[config.mk]
export PLATFORM = sky130hd
export DESIGN_NAME = key_event_ctrl
export DESIGN_NICKNAME = d
export VERILOG_FILES = /design/src/rtl/key_event_ctrl.sv
export SDC_FILE = /design/constraint.sdc
export NUM_CORES = 1
export LEC_CHECK = 0
export BUFFER_PORTS_ARGS = -buffer_cell sky130_fd_sc_hd__clkbuf_2
export CAP_MARGIN = 20
export CORE_MARGIN = 2
export CORE_UTILIZATION = 25
export DETAILED_ROUTE_END_ITERATION = 16
export PLACE_DENSITY = 0.43
export SLEW_MARGIN = 30
export SYNTH_ARGS = -nofsm -noshare
export SYNTH_HDL_FRONTEND = slang
export SYNTH_SLANG_ARGS = --single-unit
[constraint.sdc]
create_clock -name clk -period 6.4 [get_ports clk]
set_input_delay 0.64 -clock clk [delete_from_list [all_inputs] [get_ports clk]]
set_output_delay 0.64 -clock clk [all_outputs]
set_load 0.01 [all_outputs]
[src/rtl/key_event_ctrl.sv]
// key_event_ctrl
//   Classifies debounced key gestures (from key_filter) into one-cycle event
//   pulses: short press, double click, long press and auto-repeat.
// Ports
//   clk, rst_n      : system clock, asynchronous active-low reset
//   en              : 1 = classify, 0 = hold in IDLE with no pulses
//   key_flag        : one-cycle pulse on each debounced edge
//   key_state       : debounced level, 0 = pressed, 1 = released
//   short_pulse     : single click recognised (1 cycle)
//   double_pulse    : double click recognised (1 cycle)
//   long_pulse      : hold reached LONG_MS (1 cycle)
//   repeat_pulse    : periodic pulse while held beyond LONG_MS (1 cycle)
//   busy            : state is not IDLE
module key_event_ctrl #(
    parameter int unsigned TICK_CYC  = 50_000,
    parameter int unsigned LONG_MS   = 1000,
    parameter int unsigned DBL_MS    = 300,
    parameter int unsigned REPEAT_MS = 200
) (
    input  logic clk,
    input  logic rst_n,
    input  logic en,
    input  logic key_flag,
    input  logic key_state,
    output logic short_pulse,
    output logic double_pulse,
    output logic long_pulse,
    output logic repeat_pulse,
    output logic busy
);

    localparam int unsigned MAX_LD = (LONG_MS > DBL_MS) ? LONG_MS : DBL_MS;
    localparam int unsigned MAX_MS = (MAX_LD > REPEAT_MS) ? MAX_LD : REPEAT_MS;
    localparam int unsigned PW     = (TICK_CYC > 1) ? $clog2(TICK_CYC) : 1;
    localparam int unsigned MW     = $clog2(MAX_MS + 1);

    typedef enum logic [2:0] {
        S_IDLE,
        S_PRESS1,
        S_WAIT2,
        S_PRESS2,
        S_LONG
    } state_t;

    state_t          state_q, state_d;
    logic [PW-1:0]   prescaler_q, prescaler_d;
    logic [MW-1:0]   ms_cnt_q, ms_cnt_d;
    logic            short_q, short_d;
    logic            double_q, double_d;
    logic            long_q, long_d;
    logic            repeat_q, repeat_d;
    logic            busy_q, busy_d;

    logic press;
    logic release_evt;
    logic tick;
    logic reload;

    assign press       = key_flag & ~key_state;
    assign release_evt = key_flag & key_state;
    assign tick        = (prescaler_q == PW'(TICK_CYC - 1));

    // Next state and pulses. Key edges are tested before timer limits so a
    // flag arriving on the limit tick always wins.
    always_comb begin
        state_d  = state_q;
        short_d  = 1'b0;
        double_d = 1'b0;
        long_d   = 1'b0;
        repeat_d = 1'b0;
        reload   = 1'b0;
        if (!en) begin
            state_d = S_IDLE;
        end else begin
            unique case (state_q)
                S_IDLE: begin
                    if (press) state_d = S_PRESS1;
                end
                S_PRESS1: begin
                    if (release_evt) begin
                        state_d = S_WAIT2;
                    end else if (tick && ms_cnt_q == MW'(LONG_MS - 1)) begin
                        state_d = S_LONG;
                        long_d  = 1'b1;
                    end
                end
                S_WAIT2: begin
                    if (press) begin
                        state_d  = S_PRESS2;
                        double_d = 1'b1;
                    end else if (tick && ms_cnt_q == MW'(DBL_MS - 1)) begin
                        state_d = S_IDLE;
                        short_d = 1'b1;
                    end
                end
                S_PRESS2: begin
                    if (release_evt) state_d = S_IDLE;
                end
                S_LONG: begin
                    if (release_evt) begin
                        state_d = S_IDLE;
                    end else if (tick && ms_cnt_q == MW'(REPEAT_MS - 1)) begin
                        repeat_d = 1'b1;
                        reload   = 1'b1;
                    end
                end
                default: state_d = S_IDLE;
            endcase
        end
        busy_d = (state_d != S_IDLE);
    end

    // Timebase restarts on every state change; it is parked at zero in IDLE
    // since nothing there depends on elapsed time.
    always_comb begin
        prescaler_d = '0;
        ms_cnt_d    = '0;
        if (en && state_d == state_q && state_q != S_IDLE) begin
            prescaler_d = tick ? '0 : prescaler_q + 1'b1;
            ms_cnt_d    = ms_cnt_q;
            if (tick) begin
                if (reload)
                    ms_cnt_d = '0;
                else if (ms_cnt_q != MW'(MAX_MS))
                    ms_cnt_d = ms_cnt_q + 1'b1;
            end
        end
    end

    always_ff @(posedge clk or negedge rst_n) begin
        if (!rst_n) begin
            state_q     <= S_IDLE;
            prescaler_q <= '0;
            ms_cnt_q    <= '0;
            short_q     <= 1'b0;
            double_q    <= 1'b0;
            long_q      <= 1'b0;
            repeat_q    <= 1'b0;
            busy_q      <= 1'b0;
        end else begin
            state_q     <= state_d;
            prescaler_q <= prescaler_d;
            ms_cnt_q    <= ms_cnt_d;
            short_q     <= short_d;
            double_q    <= double_d;
            long_q      <= long_d;
            repeat_q    <= repeat_d;
            busy_q      <= busy_d;
        end
    end

    assign short_pulse  = short_q;
    assign double_pulse = double_q;
    assign long_pulse   = long_q;
    assign repeat_pulse = repeat_q;
    assign busy         = busy_q;

endmodule

; Word-level counts from Yosys, hierarchy flattened
; Cells that the tools add are included.
[op_classes]
bitwise_logic = 3
eq_ne = 12
muxes = 29
addsub = 2
reduce_logical = 10
[ops]
columns = operator, n
row1 = 10-bit 2-to-1 mux, 4
row2 = 16-bit 2-to-1 mux, 2
row3 = 3-bit 2-to-1 mux, 7
row4 = "16-bit by 1-bit adder with 16-bit output, second input constant", 1
row5 = "16-bit equality test, second input constant", 1
row6 = 1-bit 2-to-1 mux, 15
row7 = 3-bit case mux with 4 select lines, 1
row8 = "10-bit by 1-bit adder with 10-bit output, second input constant", 1
row9 = "10-bit equality test, second input constant", 1
row10 = "10-bit by 8-bit equality test with 1-bit output, second input constant", 1
row11 = "10-bit by 9-bit equality test with 1-bit output, second input constant", 1
row12 = "10-bit != test, second input constant", 1
row13 = "3-bit by 2-bit equality test with 1-bit output, second input constant", 2
row14 = 3-bit nonzero test, 2
row15 = 1-bit logical AND, 5
row16 = "3-bit by 1-bit equality test with 1-bit output, second input constant", 1
row17 = 3-bit equality test, 1
row18 = "3-bit equality test, second input constant", 1
row19 = 3-bit zero test, 1
row20 = "3-bit by 2-bit != test with 1-bit output, second input constant", 1
row21 = 1-bit bitwise AND, 2
row22 = "2-bit != test, second input constant", 1
row23 = 2-bit AND reduction, 1
row24 = 2-bit OR reduction, 1
row25 = 1-bit inverter, 1
[word_totals]
regBits = 34
in_bits = 5
elab_cells = 64

; Depth between registers and ports, before layout
; Gate-level depths: netlist (run 1).
[logic_depth]
ltp_word = 11
ltp_mapped = 9
depth_no_buf = 6

; Worst setup path before layout (run 1)
; OpenSTA, ideal clock, no wires.
[synth_path]
path_type = register -> register
startpoint = reg prescaler_q[0]
endpoint = reg prescaler_q[14]
path_stages_with_launch = 10
required_ns = 6.320
slack_ns = 4.345
setup_time_ns = 0.080
arrival_ns = 1.975
period_less_slack_ns = 2.055
cell_sequence = dfrtp_1 ha_1 and3_1 buf_2 and4_1 buf_6 a221o_1 o2bb2ai_2 buf_8 nor3_2
[synth_via]
elab_chain_len = 10
word_cells_on_any_way = 15
classes_between = add/sub (1) / eq/ne (2) / mux (8) / reduce/logical (4)
[synth_rtl]
columns = element, line
row1 = from (decl), 46  ; logic [PW-1:0] prescaler_q, prescaler_d;
row2 = from (signal assigned), 142  ; prescaler_q <= prescaler_d;
row3 = 16-bit equality test, 61  ; assign tick = (prescaler_q == PW'(TICK_CYC - 1));
row4 = 1-bit logical AND (on tied branches), "91, 82"
row5 = 3-bit 2-to-1 mux (on tied branches), "91, 82"
row6 = 3-bit 2-to-1 mux (on tied branches), "88, 80"
row7 = 3-bit case mux with 4 select lines, 75  ; unique case (state_q)
row8 = 3-bit 2-to-1 mux, 72  ; if (!en) begin
row9 = 3-bit equality test, 118  ; if (en && state_d == state_q && state_q != S_IDLE) begin
row10 = 1-bit logical AND (2 in a row), 118
row11 = 16-bit 2-to-1 mux *, 118
row12 = net prescaler_d[14], 46
; Mark *: on every way through the listed nets, which the timed path passes. The rest lies on a longest branch.
; A chain may end at the register's enable or synchronous reset.

; Worst setup path after layout (run 1)
[layout_path]
startpoint = reg prescaler_q[0]
endpoint = reg prescaler_q[3]
; Same word-level chain as after synthesis.

==> results.json, run 1 <==
{
  "postLayoutCoreUtil": 0.285,
  "io_pins": 10,
  "grt_pass1_wl_mm": 7.61,
  "final_antenna_net_count": 0,
  "p_switching_uw": 103,
  "endpoint": "prescaler_q[3]",
  "synth-seq-cells": 34,
  "final_hold_viol_count": 0,
  "hold_path_class": "in2async",
  "path_clk_slew_ns": 0.08,
  "yosysUniqueCellTypes": 46,
  "antenna_found_initial": 0,
  "synth_nets": 216,
  "fmax_ghz": 0.366,
  "clk_latency_ns": 0.28,
  "drv_slew": 0,
  "port_buffers": 9,
  "rsz0062_at_grt": "false",
  "status": "completed",
  "combPwrFrac": 0.049,
  "synth_seq_area_share": 0.429,
  "ys_warn_count": 0,
  "synth_cells": 208,
  "rows": 32,
  "final_common_cell": "dfrtp_1",
  "crit_fanout": 21,
  "dr.pass1.iters": 4,
  "n_antenna_cell": 0,
  "powerDensity_nw_per_um2": 188,
  "cts_tree": "built",
  "cp-startpoint": "prescaler_q[0]",
  "syn_avg_cell_area_um2": 9.53,
  "p_leak_uw": 0.000855,
  "grt.busiest_layer": "met2",
  "relSlewSlack": 0.443,
  "tns_ns": 0,
  "clockBufferDepth": 2,
  "htreeDepth": 2,
  "r2r_setup_slack_ns": 3.66,
  "clock-sinks": 34,
  "start_util": 0.258,
  "tightest_slew_ns": 0.836,
  "cap_violations": 0,
  "numCtsBuffers": 5,
  "clock_skew_ns": 0.00485,
  "area_growth_pct": 10.7,
  "vias_per_cell": 4.68,
  "cts_resized": 0,
  "wl_mm": 4.32,
  "grt_usage": 0.110,
  "syn_area_um2": 1980,
  "grt_pass1_vias": 1519,
  "wire_per_inst_um": 13.5,
  "crit_arrival_ns": 2.87,
  "drcViolationCount": 0,
  "cts_hold_buf": 0,
  "p_clk_frac": 0.422,
  "fp.dieW_um": 93.0,
  "p_int_uw": 308,
  "pwr-share-seq": 0.529,
  "grt_max_degree": 35,
  "die_area_um2": 8660,
  "met3_usage": 0.0234,
  "cp-start-kind": "register",
  "overflow": 0,
  "final_cell_count_no_fill": 319,
  "use_met2": 0.173,
  "drive_above_1_share": 0.157,
  "placed_cells": 311,
  "dp_slack_ns": 3.66,
  "crit_type": "reg2reg",
  "hpwl_mm": 2.90,
  "layout.nets": 224,
  "place_congestion": 0.810,
  "post_cts_buffers": 0,
  "die_h_um": 93.0,
  "drtIter0Drc": 94,
  "critPathCaptureType": "register",
  "met1_usage": 0.151,
  "setup_viol": 0,
  "switching_share": 0.250,
  "required_ns": 6.54,
  "peakVddDrop_uv": 102,
  "num_vias": 1494,
  "layout_common_cells": "34 x dfrtp_1, 21 x nor2_1, 17 x nand2_1",
  "r2r_cells": 7,
  "fin_ws_ns": 3.66,
  "core_um2": 7690,
  "finalCritPeriodShare": 0.427,
  "clock-root-buffer": "clkbuf_8",
  "timing.rr.end": "prescaler_q[3]",
  "r2r-start": "prescaler_q[0]",
  "period_needed_ns": 2.74
}
-- worst min path at each step --
stage / slack [ns] / end / start / cells past startpoint
5_1_grt: 0.49 / prescaler_q[0] / prescaler_q[0] / 1
3_5_place_dp: 0.47 / prescaler_q[0] / prescaler_q[0] / 1
3_3_place_gp: 0.46 / prescaler_q[0] / prescaler_q[0] / 1
6_report: 0.44 / prescaler_q[5] / rst_n / 1
2_1_floorplan: 0.34 / busy / rst_n / 0
4_1_cts: 0.48 / prescaler_q[0] / prescaler_q[0] / 1
-- final cells by class --
type | instances | area, um^2
inverters | 8 | 30.0
clock buffers | 6 | 82.6
well taps | 102 | 128
clock inverters | 2 | 12.5
flip-flops and latches | 34 | 851
repair buffers | 10 | 52.6
multi-input cells | 157 | 1040
fillers | 845 | 5490
-- state kept, by name (all words and copies together) (netlist names) --
| register | count |
|---|---|
| prescaler_q | 16 |
| ms_cnt_q | 10 |
| state_q | 3 |
| busy | 1 |
| double_pulse | 1 |
| long_pulse | 1 |
| repeat_pulse | 1 |
| short_pulse | 1 |
-- per-stage QoR --
stage | instance area, um^2 | hold WS (ns) | power, uW
global placement | 2100 | 0.456 | 243
finish | 2190 | 0.440 | 411
detailed placement | 2100 | 0.471 | 242
floorplan | 1980 | 0.344 | 234
CTS | 2190 | 0.485 | 417
global route | 2190 | 0.490 | 429
-- worst max-delay path, cell delays in order, from the launching register on --
cell and delay [ns]:
dfrtp_1 0.39, ha_1 0.19, and3_1 0.30, and4_1 0.67, a31oi_1 0.19, o2bb2ai_2 0.38, buf_4 0.36, nor3_1 0.09
-- synthesized netlist by cell type (all sizes together) --
| cell | n | area share |
|---|---|---|
| a221o | 1 | 0.0051 |
| xnor2 | 16 | 0.071 |
| nor3 | 19 | 0.056 |
| o221ai | 1 | 0.0044 |
| or3b | 1 | 0.0044 |
| nor4b | 1 | 0.012 |
| o41ai | 1 | 0.0082 |
| nand3 | 11 | 0.028 |
| a31o | 1 | 0.0044 |
| buf | 6 | 0.027 |
| a21oi | 9 | 0.030 |
| dfrtp | 34 | 0.43 |
| nand2b | 4 | 0.013 |
| o211ai | 1 | 0.0038 |
| o21bai | 1 | 0.0038 |
| and4 | 2 | 0.0088 |
| and4bb | 2 | 0.013 |
| or3 | 2 | 0.0063 |
| clkbuf | 3 | 0.0057 |
| o21ai | 1 | 0.0025 |
| o31ai | 1 | 0.0038 |
| mux2i | 1 | 0.0051 |
| nand4 | 7 | 0.030 |
| or4 | 1 | 0.0038 |
| xor2 | 3 | 0.013 |
| and3 | 7 | 0.022 |
| inv | 8 | 0.015 |
| nor4 | 4 | 0.013 |
| nand3b | 2 | 0.0076 |
| a311oi | 1 | 0.0044 |
| a21o | 1 | 0.0038 |
| nor2 | 24 | 0.049 |
| ha | 3 | 0.019 |
| a31oi | 2 | 0.0063 |
| o2bb2ai | 1 | 0.0076 |
| nor2b | 3 | 0.0095 |
| or4b | 1 | 0.0051 |
| nand2 | 17 | 0.032 |
| nand4b | 2 | 0.0088 |
| and2 | 2 | 0.0063 |
-- routing by layer --
metal / share of wire / wire length, um
met4: 0.013 / 57
met3: 0.022 / 94
met1: 0.51 / 2210
met5: 0 / 0
met2: 0.45 / 1960
-- kinds of logic (layout without fill, tap and decap cells) --
logic type,count (synthesis),in the layout,share of synthesized area
AOI/OAI and AO/OA,22,22,0.0884
xor gates and xnor gates,19,19,0.0840
adders and majority gates,3,3,0.0189
buffers and inverters,17,26,0.0473
DFF,34,34,0.429
muxes,1,1,0.00505
and+or+nand+nor,112,112,0.327
-- power by group through the flow --
| stage | combinational [uW] | sequential, uW | clock [uW] |
|---|---|---|---|
| floorplan | 12.3 | 221 | 0 |
| global placement | 20.6 | 222 | 0 |
| detailed placement | 20.3 | 222 | 0 |
| CTS | 20.3 | 218 | 179 |
| global route | 22.7 | 218 | 188 |
| finish | 20.0 | 218 | 174 |
Power figures use the tool's default switching activity.
==> inputs of run 2 (changes only) <==
ABC_AREA = 1   (was unset)
clock period = 2.72 ns   (was 6.4 ns; I/O delays follow)
==> run 2 against run 1 <==
Area after synthesis rose by 5.1%. Critical endpoint is now prescaler_q[2]. Combinational power rose to 3.9 times the previous value. Global-route usage rose by 0.57 points. Power rose by 140%. Core utilization rose by 0.37 points. First-iteration DRC count fell by 15%. Clock skew rose by 0.0028 ns. Via count rose by 18%. Critical path type unchanged. Design area rose by 7.2%. Non-clock buffer count rose by 2.
==> results.json, run 2 <==
{
  "synth.most_common_cell": "nand2_1",
  "cp_common_cell": "nand2_1",
  "relSlewSlack": 0.472,
  "fp.dieW_um": 95.3,
  "yosysUniqueCellTypes": 29,
  "top_regs": "prescaler_q: 16 flops, ms_cnt_q: 10 flops, state_q: 3 flops",
  "slowest_stage": "dfrtp_1",
  "rsz0062_at_grt": "false",
  "vias_per_cell": 4.40,
  "tns_ns": 0,
  "yosys-top-cells-area": "dfrtp_1 41%, nand2_1 13%, nand3_1 6.0%",
  "hold_path_class": "in2async",
  "path_cells": "ha_1, nand3_1, clkinv_1, nand2_1, nor2_2, nand2_1, nand2_1, nand3_2, nand3_1, nand2_1, nor2_2, nand3_4, buf_4, nor3b_2",
  "overflow": 0,
  "syn_avg_cell_area_um2": 7.47,
  "io_pins": 10,
  "crit_arrival_ns": 2.58,
  "layout_common_cells": "71 x nand2_1, 34 x dfrtp_1, 32 x nor2_1",
  "p_leak_uw": 0.00106,
  "max_stage_delay_ns": 0.39,
  "htreeDepth": 2,
  "die_h_um": 95.3,
  "path_clk_slew_ns": 0.08,
  "grt_pass1_vias": 1685,
  "finalCritPeriodShare": 0.870,
  "cts_tree": "built",
  "dr.pass1.iters": 4,
  "port_buffers": 9,
  "final_hold_viol_count": 0,
  "timing.rr.end": "prescaler_q[2]",
  "clock_skew_ns": 0.00767,
  "start_util": 0.256,
  "final_common_cell": "nand2_1",
  "largest_reg_flops": 16,
  "cp-start-kind": "register",
  "cts_resized": 0,
  "numCtsBuffers": 5,
  "drtIter0Drc": 80,
  "crit_fanout": 14,
  "grt_usage": 0.116,
  "status": "completed",
  "r2r_cells": 14,
  "powerDensity_nw_per_um2": 426,
  "drive_above_1_share": 0.169,
  "setup_viol": 0,
  "grt_pass1_wl_mm": 8.17,
  "wl_mm": 4.59,
  "hpwl_mm": 3.34,
  "clock-root-buffer": "clkbuf_8",
  "antenna_found_initial": 0,
  "drcViolationCount": 0,
  "r2r-start": "prescaler_q[0]",
  "synth_cells": 279,
  "ys_warn_count": 0,
  "path_buf_inv": 2,
  "hold_slack_ns": 0.0665,
  "postLayoutCoreUtil": 0.289,
  "n_antenna_cell": 0,
  "post_cts_buffers": 0,
  "synth_flop_cell": "dfrtp_1",
  "layout.nets": 302,
  "clockBufferDepth": 2,
  "crit_type": "reg2reg",
  "cts_hold_buf": 0,
  "synth_seq_area_share": 0.408,
  "clock-sinks": 34,
  "final_antenna_net_count": 0,
  "tightest_slew_ns": 0.792,
  "area_growth_pct": 12.9,
  "grt_max_degree": 35,
  "wire_per_inst_um": 11.5,
  "period_needed_ns": 2.37,
  "num_vias": 1760,
  "required_ns": 2.94,
  "cap_violations": 0,
  "syn_area_um2": 2080,
  "core_um2": 8130,
  "synth_largest_area_cell": "dfrtp_1",
  "clk_latency_ns": 0.29,
  "drv_slew": 0,
  "rows": 33,
  "synth_commonest_cells": "71 x nand2_1, 34 x dfrtp_1, 32 x nor2_1",
  "r2r_setup_slack_ns": 0.35,
  "synth_nets": 287,
  "critPathCaptureType": "register",
  "place_congestion": 0.785,
  "critical_path.top_delay_family": "simple AND/OR/NAND/NOR gates",
  "netlist.area_leader.share": 0.408,
  "synth-seq-cells": 34,
  "fmax_ghz": 0.423,
  "die_area_um2": 9080,
  "regMostFlops": "prescaler_q",
  "synth-edff-count": 0,
  "ys_async_sr_fraction": 1.00,
  "peakVddDrop_uv": 215
}
-- run 2: layer usage --
metal | GRT usage | routed length, um | vias up
met5 | 0 | 0 | -
li1 | - | - | 921
met2 | 0.178 | 1960 | 30
met3 | 0.0269 | 193 | 6
met4 | 0.0399 | 69 | 0
met1 | 0.159 | 2360 | 803
-- run 2: worst max-delay path by stage --
stage                     cells after the start      startpoint              to
after floorplan                              15  prescaler_q[0]     ms_cnt_q[6]
after global placement                       14  prescaler_q[0]  prescaler_q[2]
after detailed placement                     14  prescaler_q[0]  prescaler_q[2]
after CTS                                    14  prescaler_q[0]  prescaler_q[2]
after global routing                         15  prescaler_q[0]     ms_cnt_q[6]
final                                        14  prescaler_q[0]  prescaler_q[2]
-- run 2: report_power, final --
group	switching, uW	leakage, uW	internal [uW]	total, uW
clock network	204	0.0000472	204	408
logic	57.9	0.000543	19.6	77.5
registers	6.51	0.000473	510	517
-- run 2: layout make-up --
class	instances	area [um^2]
tap	105	131
clock buffer	6	82.6
inverter	39	146
clock inverter	2	12.5
sequential	34	851
fill	868	5780
timing repair buffer	12	67.6
multi-input combinational	202	1060
-- run 2: cell families (layout without fill, tap and decap cells) --
| logic type | after synthesis | in the layout | synth area share |
|---|---|---|---|
| flip-flops | 34 | 34 | 0.408 |
| AO/OA/AOI/OAI | 9 | 9 | 0.0276 |
| XOR/XNOR | 10 | 10 | 0.0420 |
| AND/OR/NAND/NOR | 180 | 180 | 0.421 |
| buffers and inverters | 43 | 59 | 0.0829 |
| adder cells (fa/ha/maj) | 3 | 3 | 0.0180 |
-- run 2: worst register-to-register path: stages, from the launching register on --
cell and delay (ns):
dfrtp_1 0.39, ha_1 0.20, nand3_1 0.14, clkinv_1 0.09, nand2_1 0.06, nor2_2 0.19, nand2_1 0.10, nand2_1 0.08
nand3_2 0.08, nand3_1 0.11, nand2_1 0.07, nor2_2 0.15, nand3_4 0.20, buf_4 0.27, nor3b_2 0.17
-- run 2: metrics by stage --
step | cells | area, um^2 | total power (uW) | setup slack [ns]
floorplan | 279 | 2080 | 577 | 0.778
global placement | 392 | 2260 | 607 | 0.391
global route | 400 | 2350 | 1060 | 0.0518
detailed placement | 392 | 2260 | 606 | 0.344
CTS | 400 | 2350 | 1020 | 0.316
finish | 400 | 2350 | 1000 | 0.354
==> inputs of run 3 (changes only) <==
--- a/config.mk
+++ b/config.mk
@@ -7,6 +7,5 @@
 export LEC_CHECK = 0
-export ABC_AREA = 1
+export ABC_AREA = 0
 export BUFFER_PORTS_ARGS = -buffer_cell sky130_fd_sc_hd__clkbuf_2
 export CAP_MARGIN = 20
-export CORE_MARGIN = 2
 export CORE_UTILIZATION = 25
==> constraint.sdc (replaced) <==
create_clock -name clk -period 2.72 [get_ports clk]
set_input_delay 0.136 -clock clk [delete_from_list [all_inputs] [get_ports clk]]
set_output_delay 0.136 -clock clk [all_outputs]
set_load 0.01 [all_outputs]
==> run 3 against run 2 <==
Core utilization down 0.095 points. Global-route usage down 0.22 points. Final cell count down 19%. Critical endpoint is now busy.
==> results.json, run 3 (synthesized netlist as in run 1, its figures left out) <==
{
  "relSlewSlack": 0.475,
  "r2r-start": "prescaler_q[0]",
  "timing.rr.end": "busy",
  "postLayoutCoreUtil": 0.288,
  "layout_common_cells": "34 x dfrtp_1, 21 x nor2_1, 17 x nand2_1",
  "fp.dieW_um": 91.0,
  "placed_cells": 315,
  "num_vias": 1522,
  "htreeDepth": 2,
  "vias_per_cell": 4.71,
  "rows": 32,
  "core_um2": 7690,
  "tightest_slew_ns": 0.787,
  "setup_viol": 0,
  "clk_latency_ns": 0.29,
  "crit_fanout": 10,
  "wire_per_inst_um": 13.3,
  "hold_path_class": "in2reg",
  "rsz0062_at_grt": "false",
  "cts_tree": "built",
  "fmax_ghz": 0.435,
  "drtIter0Drc": 56,
  "place_congestion": 0.789,
  "cts_resized": 0,
  "start_util": 0.258,
  "clock-root-buffer": "clkbuf_8",
  "grt_usage": 0.114,
  "numCtsBuffers": 5,
  "min_to": "state_q[1]",
  "path_clk_slew_ns": 0.07,
  "post_cts_buffers": 0,
  "final_cell_count_no_fill": 323,
  "clockBufferDepth": 2,
  "overflow": 0,
  "status": "completed",
  "finalCritPeriodShare": 0.846,
  "area_growth_pct": 11.7,
  "cp-start-kind": "register",
  "period_needed_ns": 2.30,
  "cap_violations": 0,
  "crit_arrival_ns": 2.45,
  "regMostFlops": "prescaler_q",
  "top_regs": "prescaler_q: 16 flops, ms_cnt_q: 10 flops, state_q: 3 flops",
  "critPathCaptureType": "register",
  "final_common_cell": "dfrtp_1",
  "io_pins": 10,
  "clock_skew_ns": 0.00754,
  "r2r_cells": 7,
  "drv_slew": 0,
  "required_ns": 2.87,
  "n_antenna_cell": 0,
  "p_leak_uw": 0.000871,
  "min_path_cells": 3,
  "die_area_um2": 8290,
  "r2r_setup_slack_ns": 0.42,
  "final_antenna_net_count": 0,
  "layout.nets": 229,
  "wl_mm": 4.30,
  "final_hold_viol_count": 0,
  "hpwl_mm": 3.04,
  "port_buffers": 9,
  "powerDensity_nw_per_um2": 415,
  "grt_max_degree": 35,
  "tns_ns": 0,
  "die_h_um": 91.0,
  "grt_pass1_vias": 1535,
  "largest_reg_flops": 16,
  "grt_pass1_wl_mm": 7.44,
  "clock-sinks": 34,
  "hp-start": "en",
  "dr.pass1.iters": 5,
  "drcViolationCount": 0,
  "antenna_found_initial": 0,
  "crit_type": "reg2reg",
  "drive_above_1_share": 0.158,
  "peakVddDrop_uv": 153
}
run 3: cell count changes in the layout (fill, tap and decap cells not counted), sizes merged, moves of 3 or more:
cell / before / now
nand2: 73 / 17
inv: 38 / 8
nand3: 29 / 11
nor2: 39 / 24
xnor2: 3 / 16
and3: 0 / 7
nor3: 24 / 19
nand2b: 0 / 4
xor2: 7 / 3
a21oi: 6 / 9
nor2b: 0 / 3
nor3b: 3 / 0
run 3: worst max-delay path by stage:
| stage | cells past startpoint | endpoint | startpoint | slack (ns) |
|---|---|---|---|---|
| 2_1_floorplan | 9 | prescaler_q[14] | prescaler_q[0] | 0.66 |
| 6_report | 7 | busy | prescaler_q[0] | 0.42 |
| 3_5_place_dp | 7 | busy | prescaler_q[0] | 0.39 |
| 4_1_cts | 7 | busy | prescaler_q[0] | 0.39 |
| 3_3_place_gp | 7 | busy | prescaler_q[0] | 0.48 |
| 5_1_grt | 7 | busy | prescaler_q[0] | 0.23 |
run 3: per-layer routing:
metal  part of all wire  up-vias  GRT usage
li1                   -      767          -
met1               0.48      723      0.148
met2               0.47       27      0.184
met3              0.040        5     0.0276
met4              0.011        0     0.0370
met5                  0        -          0
run 3: repair_timing:
item,4_1_cts,5_1_grt
hold buffers,1,0
setup endpoints to repair,0,0
hold endpoints to repair,6,0
run 3: worst max-delay path, cell delays in order (launching register included):
cell and delay, ns:
dfrtp_1 0.39, ha_1 0.19, and3_1 0.30, and4_1 0.52, buf_4 0.23, nand4_1 0.16
a21oi_1 0.26, o211ai_1 0.12
run 3: layout make-up:
class                   count  area (um^2)
clock buffers               7         76.3
fillers                   837         5470
inverters                   8         30.0
multi-input cells         157         1040
flip-flops and latches     34          851
well taps                 102          128
repair buffers             15         92.6
run 3: per-stage QoR:
step           instance area, um^2  worst slack [ns]  power (uW)  hold WS, ns
6_report                      2210             0.419         920        0.152
5_1_grt                       2210             0.228         963        0.173
4_1_cts                       2210             0.392         938        0.143
3_5_place_dp                  2130             0.388         573        0.307
3_3_place_gp                  2130             0.475         573        0.311
2_1_floorplan                 1980             0.665         550       -0.160
run 3: report_power, final:
group	internal (uW)	total (uW)	switching [uW]
registers	509	511	2.01
clock network	176	357	181
logic	16.6	52.0	35.4
total	701	920	218
